[src/rtl/tiny1_pkg.sv]
// tiny1_pkg: shared defaults, UART frame constants and the RX state type
// for the tiny1 board top and its receiver.
package tiny1_pkg;

  localparam int DEF_CLKS_PER_BIT = 104;
  localparam int DEF_LED_DIV      = 4096;

  localparam int DATA_BITS  = 8;
  localparam int STOP_BITS  = 1;
  localparam int FRAME_BITS = 1 + DATA_BITS + STOP_BITS;

  typedef enum logic [2:0] {
    RX_IDLE,
    RX_START,
    RX_DATA,
    RX_STOP,
    RX_WAIT_IDLE
  } rx_state_e;

endpackage

[src/rtl/uart_rx.sv]
// uart_rx: 8N1 receiver with a two-flop input synchronizer. Emits a one-cycle
// rx_valid with the byte after a good stop bit; a low stop bit discards the
// byte and parks the FSM until the line returns high.
module uart_rx
  import tiny1_pkg::*;
#(
  parameter int CLKS_PER_BIT = DEF_CLKS_PER_BIT
) (
  input  logic                 clk,
  input  logic                 rst_n,
  input  logic                 rxd,
  output logic                 rx_valid,
  output logic [DATA_BITS-1:0] rx_data
);

  localparam int CW = $clog2(CLKS_PER_BIT);
  localparam int BW = $clog2(DATA_BITS);
  localparam logic [CW-1:0] HALF_LAST = CW'(CLKS_PER_BIT / 2 - 1);
  localparam logic [CW-1:0] BIT_LAST  = CW'(CLKS_PER_BIT - 1);
  localparam logic [BW-1:0] DATA_LAST = BW'(DATA_BITS - 1);

  logic                 rxd_meta_q;
  logic                 rxd_sync_q;
  rx_state_e            state_q, state_d;
  logic [CW-1:0]        cnt_q, cnt_d;
  logic [BW-1:0]        bit_idx_q, bit_idx_d;
  logic [DATA_BITS-1:0] shift_q, shift_d;
  logic                 rx_valid_q, rx_valid_d;
  logic [DATA_BITS-1:0] rx_data_q, rx_data_d;

  // Next-state logic: half-bit start check, then full-bit spaced samples.
  always_comb begin
    state_d    = state_q;
    cnt_d      = cnt_q;
    bit_idx_d  = bit_idx_q;
    shift_d    = shift_q;
    rx_valid_d = 1'b0;
    rx_data_d  = rx_data_q;
    case (state_q)
      RX_IDLE: begin
        if (!rxd_sync_q) begin
          state_d = RX_START;
          cnt_d   = '0;
        end
      end
      RX_START: begin
        if (cnt_q == HALF_LAST) begin
          cnt_d     = '0;
          bit_idx_d = '0;
          state_d   = rxd_sync_q ? RX_IDLE : RX_DATA;
        end else begin
          cnt_d = cnt_q + CW'(1);
        end
      end
      RX_DATA: begin
        if (cnt_q == BIT_LAST) begin
          cnt_d   = '0;
          shift_d = {rxd_sync_q, shift_q[DATA_BITS-1:1]};
          if (bit_idx_q == DATA_LAST) begin
            state_d = RX_STOP;
          end else begin
            bit_idx_d = bit_idx_q + BW'(1);
          end
        end else begin
          cnt_d = cnt_q + CW'(1);
        end
      end
      RX_STOP: begin
        if (cnt_q == BIT_LAST) begin
          cnt_d = '0;
          if (rxd_sync_q) begin
            rx_valid_d = 1'b1;
            rx_data_d  = shift_q;
            state_d    = RX_IDLE;
          end else begin
            state_d = RX_WAIT_IDLE;
          end
        end else begin
          cnt_d = cnt_q + CW'(1);
        end
      end
      RX_WAIT_IDLE: begin
        if (rxd_sync_q) begin
          state_d = RX_IDLE;
        end
      end
      default: state_d = RX_IDLE;
    endcase
  end

  // Synchronizer and FSM registers; the line is assumed idle-high at reset.
  always_ff @(posedge clk or negedge rst_n) begin
    if (!rst_n) begin
      rxd_meta_q <= 1'b1;
      rxd_sync_q <= 1'b1;
      state_q    <= RX_IDLE;
      cnt_q      <= '0;
      bit_idx_q  <= '0;
      shift_q    <= '0;
      rx_valid_q <= 1'b0;
      rx_data_q  <= '0;
    end else begin
      rxd_meta_q <= rxd;
      rxd_sync_q <= rxd_meta_q;
      state_q    <= state_d;
      cnt_q      <= cnt_d;
      bit_idx_q  <= bit_idx_d;
      shift_q    <= shift_d;
      rx_valid_q <= rx_valid_d;
      rx_data_q  <= rx_data_d;
    end
  end

  assign rx_valid = rx_valid_q;
  assign rx_data  = rx_data_q;

endmodule

[src/rtl/tiny1_top.sv]
// tiny1_top: board top. Free-running LED counter, UART receiver, a one-byte
// holding register and an 8N1 transmitter that echoes every good byte.
module tiny1_top
  import tiny1_pkg::*;
#(
  parameter int CLKS_PER_BIT = DEF_CLKS_PER_BIT,
  parameter int LED_DIV      = DEF_LED_DIV
) (
  input  logic clk,
  input  logic rst,
  input  logic RXD,
  output logic TXD,
  output logic LED1,
  output logic LED2,
  output logic LED3,
  output logic LED4,
  output logic LED5,
  output logic LED6,
  output logic LED7,
  output logic LED8
);

  localparam int CW = $clog2(CLKS_PER_BIT);
  localparam int PW = $clog2(LED_DIV);
  localparam int LW = $clog2(FRAME_BITS);
  localparam logic [CW-1:0] TX_BIT_LAST = CW'(CLKS_PER_BIT - 1);
  localparam logic [PW-1:0] PRESC_LAST  = PW'(LED_DIV - 1);
  localparam logic [LW-1:0] TX_BITS_AFTER_START = LW'(FRAME_BITS - 1);

  logic                 rx_valid;
  logic [DATA_BITS-1:0] rx_data;

  logic [PW-1:0]        presc_q, presc_d;
  logic [DATA_BITS-1:0] led_q, led_d;
  logic                 hold_full_q, hold_full_d;
  logic [DATA_BITS-1:0] hold_q, hold_d;
  logic                 tx_busy_q, tx_busy_d;
  logic                 txd_q, txd_d;
  logic [CW-1:0]        tx_cnt_q, tx_cnt_d;
  logic [LW-1:0]        tx_left_q, tx_left_d;
  logic [DATA_BITS:0]   tx_shift_q, tx_shift_d;
  logic                 tx_end;
  logic                 take;

  uart_rx #(
    .CLKS_PER_BIT(CLKS_PER_BIT)
  ) u_rx (
    .clk     (clk),
    .rst_n   (rst),
    .rxd     (RXD),
    .rx_valid(rx_valid),
    .rx_data (rx_data)
  );

  // The last cycle of the stop bit can hand straight over to the next frame,
  // so back-to-back echoes run at exactly the receive rate.
  assign tx_end = tx_busy_q && (tx_cnt_q == TX_BIT_LAST) && (tx_left_q == '0);
  assign take   = hold_full_q && (!tx_busy_q || tx_end);

  // LED counter: a received byte overrides the increment and restarts the prescaler.
  always_comb begin
    presc_d = presc_q;
    led_d   = led_q;
    if (rx_valid) begin
      led_d   = rx_data;
      presc_d = '0;
    end else if (presc_q == PRESC_LAST) begin
      presc_d = '0;
      led_d   = led_q + 8'd1;
    end else begin
      presc_d = presc_q + PW'(1);
    end
  end

  // Holding register: a byte arriving while it is still occupied is dropped.
  always_comb begin
    hold_full_d = hold_full_q;
    hold_d      = hold_q;
    if (take) begin
      hold_full_d = 1'b0;
    end
    if (rx_valid && (!hold_full_q || take)) begin
      hold_full_d = 1'b1;
      hold_d      = rx_data;
    end
  end

  // Transmitter: start bit on take, then shift data LSB first followed by stop.
  always_comb begin
    tx_busy_d  = tx_busy_q;
    txd_d      = txd_q;
    tx_cnt_d   = tx_cnt_q;
    tx_left_d  = tx_left_q;
    tx_shift_d = tx_shift_q;
    if (take) begin
      tx_busy_d  = 1'b1;
      txd_d      = 1'b0;
      tx_cnt_d   = '0;
      tx_left_d  = TX_BITS_AFTER_START;
      tx_shift_d = {1'b1, hold_q};
    end else if (tx_busy_q) begin
      if (tx_cnt_q == TX_BIT_LAST) begin
        tx_cnt_d = '0;
        if (tx_left_q == '0) begin
          tx_busy_d = 1'b0;
          txd_d     = 1'b1;
        end else begin
          txd_d      = tx_shift_q[0];
          tx_shift_d = {1'b1, tx_shift_q[DATA_BITS:1]};
          tx_left_d  = tx_left_q - LW'(1);
        end
      end else begin
        tx_cnt_d = tx_cnt_q + CW'(1);
      end
    end
  end

  // All top-level state; reset drives TXD high and the LEDs dark immediately.
  always_ff @(posedge clk or negedge rst) begin
    if (!rst) begin
      presc_q     <= '0;
      led_q       <= '0;
      hold_full_q <= 1'b0;
      hold_q      <= '0;
      tx_busy_q   <= 1'b0;
      txd_q       <= 1'b1;
      tx_cnt_q    <= '0;
      tx_left_q   <= '0;
      tx_shift_q  <= '1;
    end else begin
      presc_q     <= presc_d;
      led_q       <= led_d;
      hold_full_q <= hold_full_d;
      hold_q      <= hold_d;
      tx_busy_q   <= tx_busy_d;
      txd_q       <= txd_d;
      tx_cnt_q    <= tx_cnt_d;
      tx_left_q   <= tx_left_d;
      tx_shift_q  <= tx_shift_d;
    end
  end

  assign TXD  = txd_q;
  assign LED1 = led_q[0];
  assign LED2 = led_q[1];
  assign LED3 = led_q[2];
  assign LED4 = led_q[3];
  assign LED5 = led_q[4];
  assign LED6 = led_q[5];
  assign LED7 = led_q[6];
  assign LED8 = led_q[7];

endmodule

[config.mk]
export PLATFORM = sky130hd
export DESIGN_NAME = tiny1_top
export DESIGN_NICKNAME = d
export VERILOG_FILES = /design/src/rtl/tiny1_pkg.sv /design/src/rtl/uart_rx.sv /design/src/rtl/tiny1_top.sv
export SDC_FILE = /design/constraint.sdc
export NUM_CORES = 1
export LEC_CHECK = 0
export ABC_AREA = 1
export BUFFER_PORTS_ARGS = -buffer_cell sky130_fd_sc_hd__buf_2
export CAP_MARGIN = 5
export CORE_MARGIN = 5
export CORE_UTILIZATION = 40
export CTS_CLUSTER_SIZE = 16
export DETAILED_ROUTE_END_ITERATION = 12
export PLACE_DENSITY = 0.61
export SLEW_MARGIN = 10
export SYNTH_ARGS = -nofsm -noshare
export SYNTH_HDL_FRONTEND = slang
export SYNTH_SLANG_ARGS = --single-unit
[constraint.sdc]
create_clock -name clk -period 2.7 [get_ports clk]
set_clock_uncertainty 0.2 [all_clocks]
set_input_delay 0.54 -clock clk [delete_from_list [all_inputs] [get_ports clk]]
set_output_delay 0.54 -clock clk [all_outputs]
set_load 0.01 [all_outputs]
==> results of run 1 <==
==> cell families after synthesis <==
kind of cell,synth area share (%)
simple gates,31.1
compound gates,7.30
buf+inv,8.55
fa+ha+maj,2.37
flops,49.0
xor+xnor,1.66
==> power breakdown <==
group	switching [mW]	internal [mW]	total, mW
clock network	0.428	0.574	1.00
logic	0.0259	0.00595	0.0318
registers	0.000787	1.23	1.23
==> routing by layer <==
| metal | GRT usage [%] | part of all wire (%) | vias to the layer above |
|---|---|---|---|
| met5 | 0 | 0 | - |
| met4 | 4.73 | 1.4 | 0 |
| met3 | 3.45 | 2.9 | 8 |
| met2 | 22.4 | 47 | 32 |
| met1 | 17.7 | 49 | 1508 |
| li1 | - | - | 1653 |
==> worst max-delay path: cells and delay by family, from the launching register on <==
kind / cells / cell delay [ns]
compound gates: 1 / 0.09
fa+ha+maj: 1 / 0.15
buf+inv: 3 / 0.44
flops: 1 / 0.38
simple gates: 5 / 0.55
==> cells in the mapped netlist (2+ instances only) <==
| cell | count |
|---|---|
| nor3b_1 | 2 |
| nand2_2 | 5 |
| nor2_2 | 2 |
| xor2_1 | 7 |
| nor3_1 | 3 |
| ha_1 | 8 |
| inv_2 | 9 |
| nand2_1 | 161 |
| nand3_1 | 50 |
| dfrtp_1 | 71 |
| nand2_4 | 4 |
| nor2_1 | 35 |
| dfstp_2 | 11 |
| o21ai_2 | 15 |
| or2_2 | 2 |
| buf_6 | 5 |
| nand3b_1 | 3 |
| nand4_1 | 12 |
| a21oi_1 | 10 |
| inv_1 | 59 |
| o21ai_0 | 15 |
| buf_4 | 2 |
| buf_2 | 3 |
| o211ai_1 | 3 |
| o21ai_1 | 3 |
==> state kept, by name, indices dropped and copies added, names as in the netlist, 4 cells and up <==
register and count:
u_rx.rx_data 8, presc_q 12, tx_shift_q 8, u_rx.cnt_q 7, tx_cnt_q 7, u_rx.shift_q 8, hold_q 8, tx_left_q 4
led_q 8
==> final cells by class <==
type	instances	area share [%]
Sequential cell	82	44.9
Clock inverter	2	1.30
Tap cell	136	3.69
Inverter	68	5.54
Multi-Input combinational cell	349	38.8
Clock buffer	14	3.53
Timing Repair Buffer	15	2.23
==> through the flow <==
stage	power [mW]	cell area (um^2)	utilization, %
2_1_floorplan	1.26	4220	-
3_3_place_gp	1.29	4370	42.4
3_5_place_dp	1.29	4370	42.4
4_1_cts	2.29	4610	44.6
5_1_grt	2.36	4610	44.6
6_report	2.26	4610	44.6
==> worst min path at each step <==
stage	from	to	cells after the start
2_1_floorplan	rst	hold_full_q$_DFFE_PN0P_	0
3_3_place_gp	u_rx.rxd_meta_q$_DFF_PN1_	u_rx.rxd_sync_q$_DFF_PN1_	0
3_5_place_dp	u_rx.rxd_meta_q$_DFF_PN1_	u_rx.rxd_sync_q$_DFF_PN1_	0
4_1_cts	RXD	u_rx.rxd_meta_q$_DFF_PN1_	1
5_1_grt	RXD	u_rx.rxd_meta_q$_DFF_PN1_	1
6_report	RXD	u_rx.rxd_meta_q$_DFF_PN1_	1
==> impl_metrics.json, run 1 <==
{
  "cp_max_fo": 12,
  "final_common_cell": "nand2_1",
  "netlist.area_leader.share_pct": 42.1,
  "netlist_instances": 511,
  "clk_path_buf_depth": 2,
  "fin_cells": 666,
  "cp-start-kind": "flip-flop",
  "reg2reg_from": "tx_left_q[0]$_DFFE_PN0P_",
  "pwr_density_cell_nw_per_um2": 492,
  "rsz0062_at_grt": "false",
  "ys_types": 36,
  "grt_max_degree": 46,
  "place_inst": 649,
  "reg2reg_depth": 10,
  "cts_setup_buffers": 0,
  "die_area_um2": 12700,
  "tns_ns": 0,
  "ctsHoldBuffers": 1,
  "yosysWarnings": 0,
  "hold_violations": 0,
  "syn_area_um2": 4220,
  "syn_avg_cell_area_um2": 8.25,
  "initial_core_util_pct": 40.8,
  "slew_violations": 0,
  "layout_common_cells": "nand2_1, dfrtp_1, inv_1, nand3_1, nor2_1",
  "period_minus_slack_ns": 1.93,
  "worst-setup-path-type": "reg2reg",
  "first_global_vias": 3187,
  "wire_per_inst_um": 11.8,
  "synth_edf_count": 0,
  "holdWs_ns": 0.0858,
  "multi_input_area_um2": 1790,
  "hp-class": "in2reg",
  "cpMaxStageDelayCell": "dfrtp_1",
  "power.leakage_nw": 2.36,
  "grt_overflow": 0,
  "worst_slack_ns": 0.768,
  "netlist_top_cells_area": "dfrtp_1, nand2_1, dfstp_2",
  "drive_gt1_share_pct": 15.3,
  "regArea_um2": 2070,
  "synth_ff_type": "dfrtp_1",
  "cpMostUsedCell": "nand2_1",
  "row_count": 37,
  "grt_pass1_wl_um": 14500,
  "drt-total-wl_um": 7890,
  "gp_congestion": 0.806,
  "cp_slowest_stage_delay_ns": 0.38,
  "cts-buffers-inserted": 9,
  "vias_per_cell": 4.81,
  "port_buffers": 11,
  "ant_nets": 0,
  "postSynth.asyncResetShare_pct": 100,
  "drtIter0Drc": 191,
  "drc_errors": 0,
  "root_buffer": "clkbuf_8",
  "die_height_um": 113,
  "path_cells": "inv_1 -> ha_1 -> nand3_1 -> nand2_1 -> buf_4 -> nand2_1 -> nand2_2 -> inv_2 -> nand3b_1 -> o21ai_0",
  "n_antenna_cell": 0,
  "worst_pin_slew_ns": 0.553,
  "hpwl_um": 5580,
  "syn-num-nets": 522,
  "dr.pass1.iters": 4,
  "worstPathRequired_ns": 2.73,
  "setup_viol": 0,
  "cts_resized": 0,
  "cts_num_sinks": 82,
  "finalCritPeriodShare_pct": 71.6,
  "end_kind": "flip-flop",
  "antenna_found_initial": 0,
  "clk_latency_ns": 0.35,
  "rr_endpoint": "tx_left_q[1]$_DFFE_PN0P_",
  "htreeDepth": 3,
  "endpoint": "tx_left_q[1]$_DFFE_PN0P_",
  "status": "finished clean",
  "cts.clk_slew.worst_paths_ns": 0.08,
  "core_um2": 10300,
  "yosysTopAreaCell": "dfrtp_1",
  "reg2reg_slack_ns": 0.77,
  "die_w_um": 113,
  "relSlewSlack_pct": 62.8,
  "synth-seq-cells": 82,
  "grt_use_total_pct": 13.7,
  "area_growth_pct": 9.26,
  "worstSetupStartpoint": "tx_left_q[0]$_DFFE_PN0P_",
  "max_freq_ghz": 0.518,
  "num_vias": 3201,
  "io_pins": 12,
  "ir_drop_mv": 0.218,
  "cts_tree": "built",
  "post-place-ws_ns": 0.763,
  "maxCapViolCount": 0,
  "n_fill_cell": 1043,
  "worstPathArrival_ns": 1.96,
  "num-nets-final": 536,
  "yosysSeqAreaShare_pct": 49.0
}
(Power assumes the default switching activity.)
==> run 2: changes to the inputs <==
Settings changed: PLACE_DENSITY 0.61 to 0.63.
Clock period 2.7 ns to 1.66 ns, I/O delays scaled along.
==> impl_metrics.json, run 2 (same netlist as run 1, synthesis figures left out) <==
{
  "status": "finished with violations",
  "violations": "setup timing",
  "setup_viol": 1,
  "slew_violations": 0,
  "largest_reg_flops": 12,
  "die_height_um": 113,
  "hpwl_um": 6030,
  "power.leakage_nw": 2.58,
  "drive_gt1_share_pct": 26.3,
  "worst_pin_slew_ns": 0.398,
  "cts_num_sinks": 82,
  "cp-start-kind": "flip-flop",
  "htreeDepth": 3,
  "worstPathArrival_ns": 1.72,
  "seq_power_share_pct": 55.4,
  "worst-setup-path-type": "reg2reg",
  "n_antenna_cell": 0,
  "top_register": "presc_q",
  "post-place-ws_ns": -0.109,
  "area_growth_pct": 22.0,
  "root_buffer": "clkbuf_8",
  "pwr_density_cell_nw_per_um2": 703,
  "hold_violations": 0,
  "wire_per_inst_um": 12.3,
  "grt_max_degree": 23,
  "grt_use_total_pct": 14.3,
  "num-nets-final": 577,
  "first_global_vias": 3516,
  "hp-class": "reg2reg",
  "io_pins": 12,
  "layout_common_cells": "nand2_1, dfrtp_1, inv_1, nand3_1, buf_4",
  "initial_core_util_pct": 40.8,
  "ir_drop_mv": 0.433,
  "worst_slack_ns": -0.000622,
  "p_sw_share_pct": 20.6,
  "p_comb_share_pct": 1.9,
  "die_w_um": 113,
  "period_minus_slack_ns": 1.66,
  "core_um2": 10300,
  "cts_tree": "built",
  "dr.pass1.iters": 4,
  "ant_nets": 0,
  "maxCapViolCount": 0,
  "cts-buffers-inserted": 9,
  "worstPathRequired_ns": 1.72,
  "stdcell_area_um2": 5140,
  "port_buffers": 11,
  "gp_congestion": 0.860,
  "final_common_cell": "nand2_1",
  "die_area_um2": 12700,
  "p_clk_share_pct": 42.7,
  "row_count": 37,
  "internal_power_mw": 2.87,
  "p_sw_mw": 0.745,
  "drtIter0Drc": 190,
  "num_vias": 3428,
  "vias_per_cell": 4.85,
  "drc_errors": 0,
  "antenna_found_initial": 0,
  "grt_overflow": 0,
  "clk_path_buf_depth": 2,
  "clk_latency_ns": 0.35,
  "finalCritPeriodShare_pct": 100,
  "post_dp_cell_area_um2": 4570,
  "relSlewSlack_pct": 73.4,
  "holdWs_ns": 0.160,
  "grt_pass1_wl_um": 15200,
  "max_freq_ghz": 0.602,
  "cts.clk_slew.worst_paths_ns": 0.08,
  "drt-total-wl_um": 8670,
  "end_kind": "flip-flop",
  "cp_max_fo": 5,
  "rsz0062_at_grt": "true"
}
## run 2: what timing repair did
item,CTS,global route
endpoints found under the hold margin,60,0
pin swaps,1,12
setup endpoints to repair,30,62
gates resized for setup,9,48
cloned,1,2
hold buffers,2,0
buffers inserted,1,11
## run 2: power groups by stage
stage	Combinational, mW	Clock, mW	Sequential (mW)
floorplan	0.00300	0	2.04
global placement	0.0655	0	2.04
detailed placement	0.0664	0	2.04
CTS	0.0700	1.61	2.00
global route	0.0793	1.70	2.00
finish	0.0671	1.54	2.00
## run 2: per-stage QoR
stage | cells | utilization [%] | power, mW | setup TNS (ns)
floorplan | 511 | - | 2.04 | 0
global placement | 674 | 44.3 | 2.11 | -0.0945
detailed placement | 674 | 44.3 | 2.11 | -1.13
CTS | 694 | 47.1 | 3.68 | 0
global route | 707 | 49.8 | 3.78 | -2.42
finish | 707 | 49.8 | 3.61 | -0.000622
## run 2: final timing paths
kind,slack (ns),startpoint,to,cells past startpoint
setup / recovery,-0.0006,u_rx.cnt_q[1]$_DFFE_PN0P_,u_rx.state_q[1]$_DFFE_PN0P_,7
hold / removal,0.16,u_rx.rxd_meta_q$_DFF_PN1_,u_rx.rxd_sync_q$_DFF_PN1_,0
setup reg to reg,-0.0006,u_rx.cnt_q[1]$_DFFE_PN0P_,u_rx.state_q[1]$_DFFE_PN0P_,7
hold reg to reg,0.16,u_rx.rxd_meta_q$_DFF_PN1_,u_rx.rxd_sync_q$_DFF_PN1_,0
max in group asynchronous,0.51,rst,TXD$_DFFE_PN1P_,3
min in group asynchronous,0.20,rst,presc_q[11]$_DFF_PN0_,2
## run 2: metal layers
layer  up-vias  global-route usage (%)  part of all wire (%)
met3        15                    3.34                   2.9
met2        47                    24.6                    50
li1       1746                       -                     -
met4         0                    5.05                   1.5
met5         -                       0                     0
met1      1620                    17.5                    46
## run 2: layout make-up
| type | count | area (um^2) |
|---|---|---|
| repair buffers | 53 | 427 |
| clock inverters | 5 | 78.8 |
| well taps | 136 | 170 |
| clock buffers | 11 | 131 |
| multi-input cells | 352 | 2000 |
| flip-flops and latches | 82 | 2070 |
| inverters | 68 | 273 |
| fillers | 990 | 5180 |
## run 2: critical path: stages, from the launching register on
cell	delay [ns]
dfrtp_1	0.39
ha_2	0.22
nand2_2	0.06
inv_2	0.08
nand4_4	0.17
nand2_2	0.17
nand3_1	0.09
o21ai_0	0.19
==> run 3: changes to the inputs <==
Settings changed: PLACE_DENSITY 0.63 to 0.61, RECOVER_POWER from default to 50, SLEW_MARGIN 10 to default.
Clock period 1.66 ns to 2 ns, I/O delays scaled along.
==> impl_metrics.json, run 3 (same netlist as run 1, synthesis figures left out) <==
{
  "cts_tree": "built",
  "drive_gt1_share_pct": 16.4,
  "num_vias": 3206,
  "grt_overflow": 0,
  "p_comb_share_pct": 1.5,
  "pwr_density_cell_nw_per_um2": 612,
  "post-place-ws_ns": 0.168,
  "final_common_cell": "nand2_1",
  "tns_ns": 0,
  "post_dp_cell_area_um2": 4420,
  "finalCritPeriodShare_pct": 89.8,
  "vias_per_cell": 4.76,
  "grt_max_degree": 28,
  "port_buffers": 11,
  "clk_latency_ns": 0.36,
  "layout_common_cells": "nand2_1, dfrtp_1, inv_1, nand3_1, nor2_1",
  "htreeDepth": 3,
  "min_delay_path_depth": 0,
  "hpwl_um": 5880,
  "root_buffer": "clkbuf_8",
  "hold_violations": 0,
  "drt-total-wl_um": 7950,
  "largest_reg_flops": 12,
  "p_clk_share_pct": 39.4,
  "period_minus_slack_ns": 1.80,
  "cp-start-kind": "flip-flop",
  "relSlewSlack_pct": 55.0,
  "p_sw_share_pct": 23.2,
  "gp_congestion": 0.860,
  "grt_pass1_wl_um": 14500,
  "row_count": 37,
  "end_kind": "flip-flop",
  "cts.clk_slew.worst_paths_ns": 0.09,
  "clk_path_buf_depth": 2,
  "wire_per_inst_um": 11.8,
  "slew_violations": 0,
  "maxCapViolCount": 0,
  "cts_setup_buffers": 0,
  "status": "finished clean",
  "rsz0062_at_grt": "false",
  "p_sw_mw": 0.653,
  "n_antenna_cell": 0,
  "fin_cells": 673,
  "die_w_um": 113,
  "power.leakage_nw": 2.35,
  "worstPathArrival_ns": 1.88,
  "finalCoreUtilization_pct": 44.5,
  "cts-buffers-inserted": 9,
  "area_growth_pct": 9.02,
  "die_height_um": 113,
  "internal_power_mw": 2.16,
  "core_um2": 10300,
  "place_inst": 655,
  "power_mw": 2.81,
  "hp-class": "reg2reg",
  "drtIter0Drc": 188,
  "first_global_vias": 3211,
  "ant_nets": 0,
  "cp_max_fo": 12,
  "setup_viol": 0,
  "grt_use_total_pct": 13.9,
  "worstPathRequired_ns": 2.09,
  "reg2reg_depth": 9,
  "worst-setup-path-type": "reg2reg",
  "cts_num_sinks": 82,
  "ir_drop_mv": 0.275,
  "dr.pass1.iters": 4,
  "holdWs_ns": 0.152,
  "io_pins": 12,
  "initial_core_util_pct": 40.8,
  "seq_power_share_pct": 59.1,
  "num-nets-final": 543,
  "max_freq_ghz": 0.557,
  "worst_pin_slew_ns": 0.675,
  "drc_errors": 0,
  "antenna_found_initial": 0,
  "die_area_um2": 12700,
  "worst_slack_ns": 0.203,
  "stdcell_area_um2": 4600,
  "top_register": "presc_q"
}
-- run 3: cell count changes in the layout (fill, tap and decap cells not counted), moves of 4 or more --
cell,change
buf_4,-30
nand2_1,+15
nand2_2,-10
nand2_8,-4
nand3_1,+4
nand3_2,-4
nor2_1,+4
o21ai_0,+4
o21ai_1,-4
-- run 3: critical path, cell delays in order (launching register included) --
cell	delay [ns]
dfrtp_1	0.40
ha_1	0.20
nand2_1	0.08
nor2_2	0.09
nand2_2	0.08
nand2_4	0.16
nand2_2	0.19
inv_4	0.16
nand3_1	0.10
nand2_1	0.07
-- run 3: timing repair --
action | in CTS | in global routing
gates resized for setup | 0 | 1
hold buffers | 2 | 0
hold endpoints to repair | 23 | 0
endpoints found under the setup margin | 0 | 4
-- run 3: final timing paths --
check | slack [ns] | start | endpoint
setup / recovery | 0.20 | tx_cnt_q[0]$_DFFE_PN0P_ | tx_shift_q[6]$_DFFE_PN1P_
hold / removal | 0.15 | u_rx.rxd_meta_q$_DFF_PN1_ | u_rx.rxd_sync_q$_DFF_PN1_
setup reg to reg | 0.20 | tx_cnt_q[0]$_DFFE_PN0P_ | tx_shift_q[6]$_DFFE_PN1P_
hold reg to reg | 0.15 | u_rx.rxd_meta_q$_DFF_PN1_ | u_rx.rxd_sync_q$_DFF_PN1_
max in group asynchronous | 0.27 | rst | tx_shift_q[4]$_DFFE_PN1P_
min in group asynchronous | 0.39 | rst | presc_q[2]$_DFF_PN0_
-- run 3: power groups by stage --
stage | clock network [mW] | registers [mW] | logic, mW
detailed placement | 0 | 1.69 | 0.0496
floorplan | 0 | 1.69 | 0.00249
CTS | 1.13 | 1.66 | 0.0526
global placement | 0 | 1.69 | 0.0490
global route | 1.23 | 1.66 | 0.0525
finish | 1.11 | 1.66 | 0.0428
-- run 3: per-layer routing --
metal  GRT usage (%)  up-vias  wire length [um]
met2            22.9       38              3800
met3            3.40       10               260
met1            17.4     1492              3770
met4            5.61        0               119
met5               0        -                 0
li1                -     1666                 -
-- run 3: area by class of cell --
cell class,instances,area [um^2]
multi-input combinational,349,1790
timing repair buffer,22,134
fill,1046,5730
clock inverter,5,37.5
clock buffer,11,141
inverter,68,258
sequential,82,2070
tap,136,170
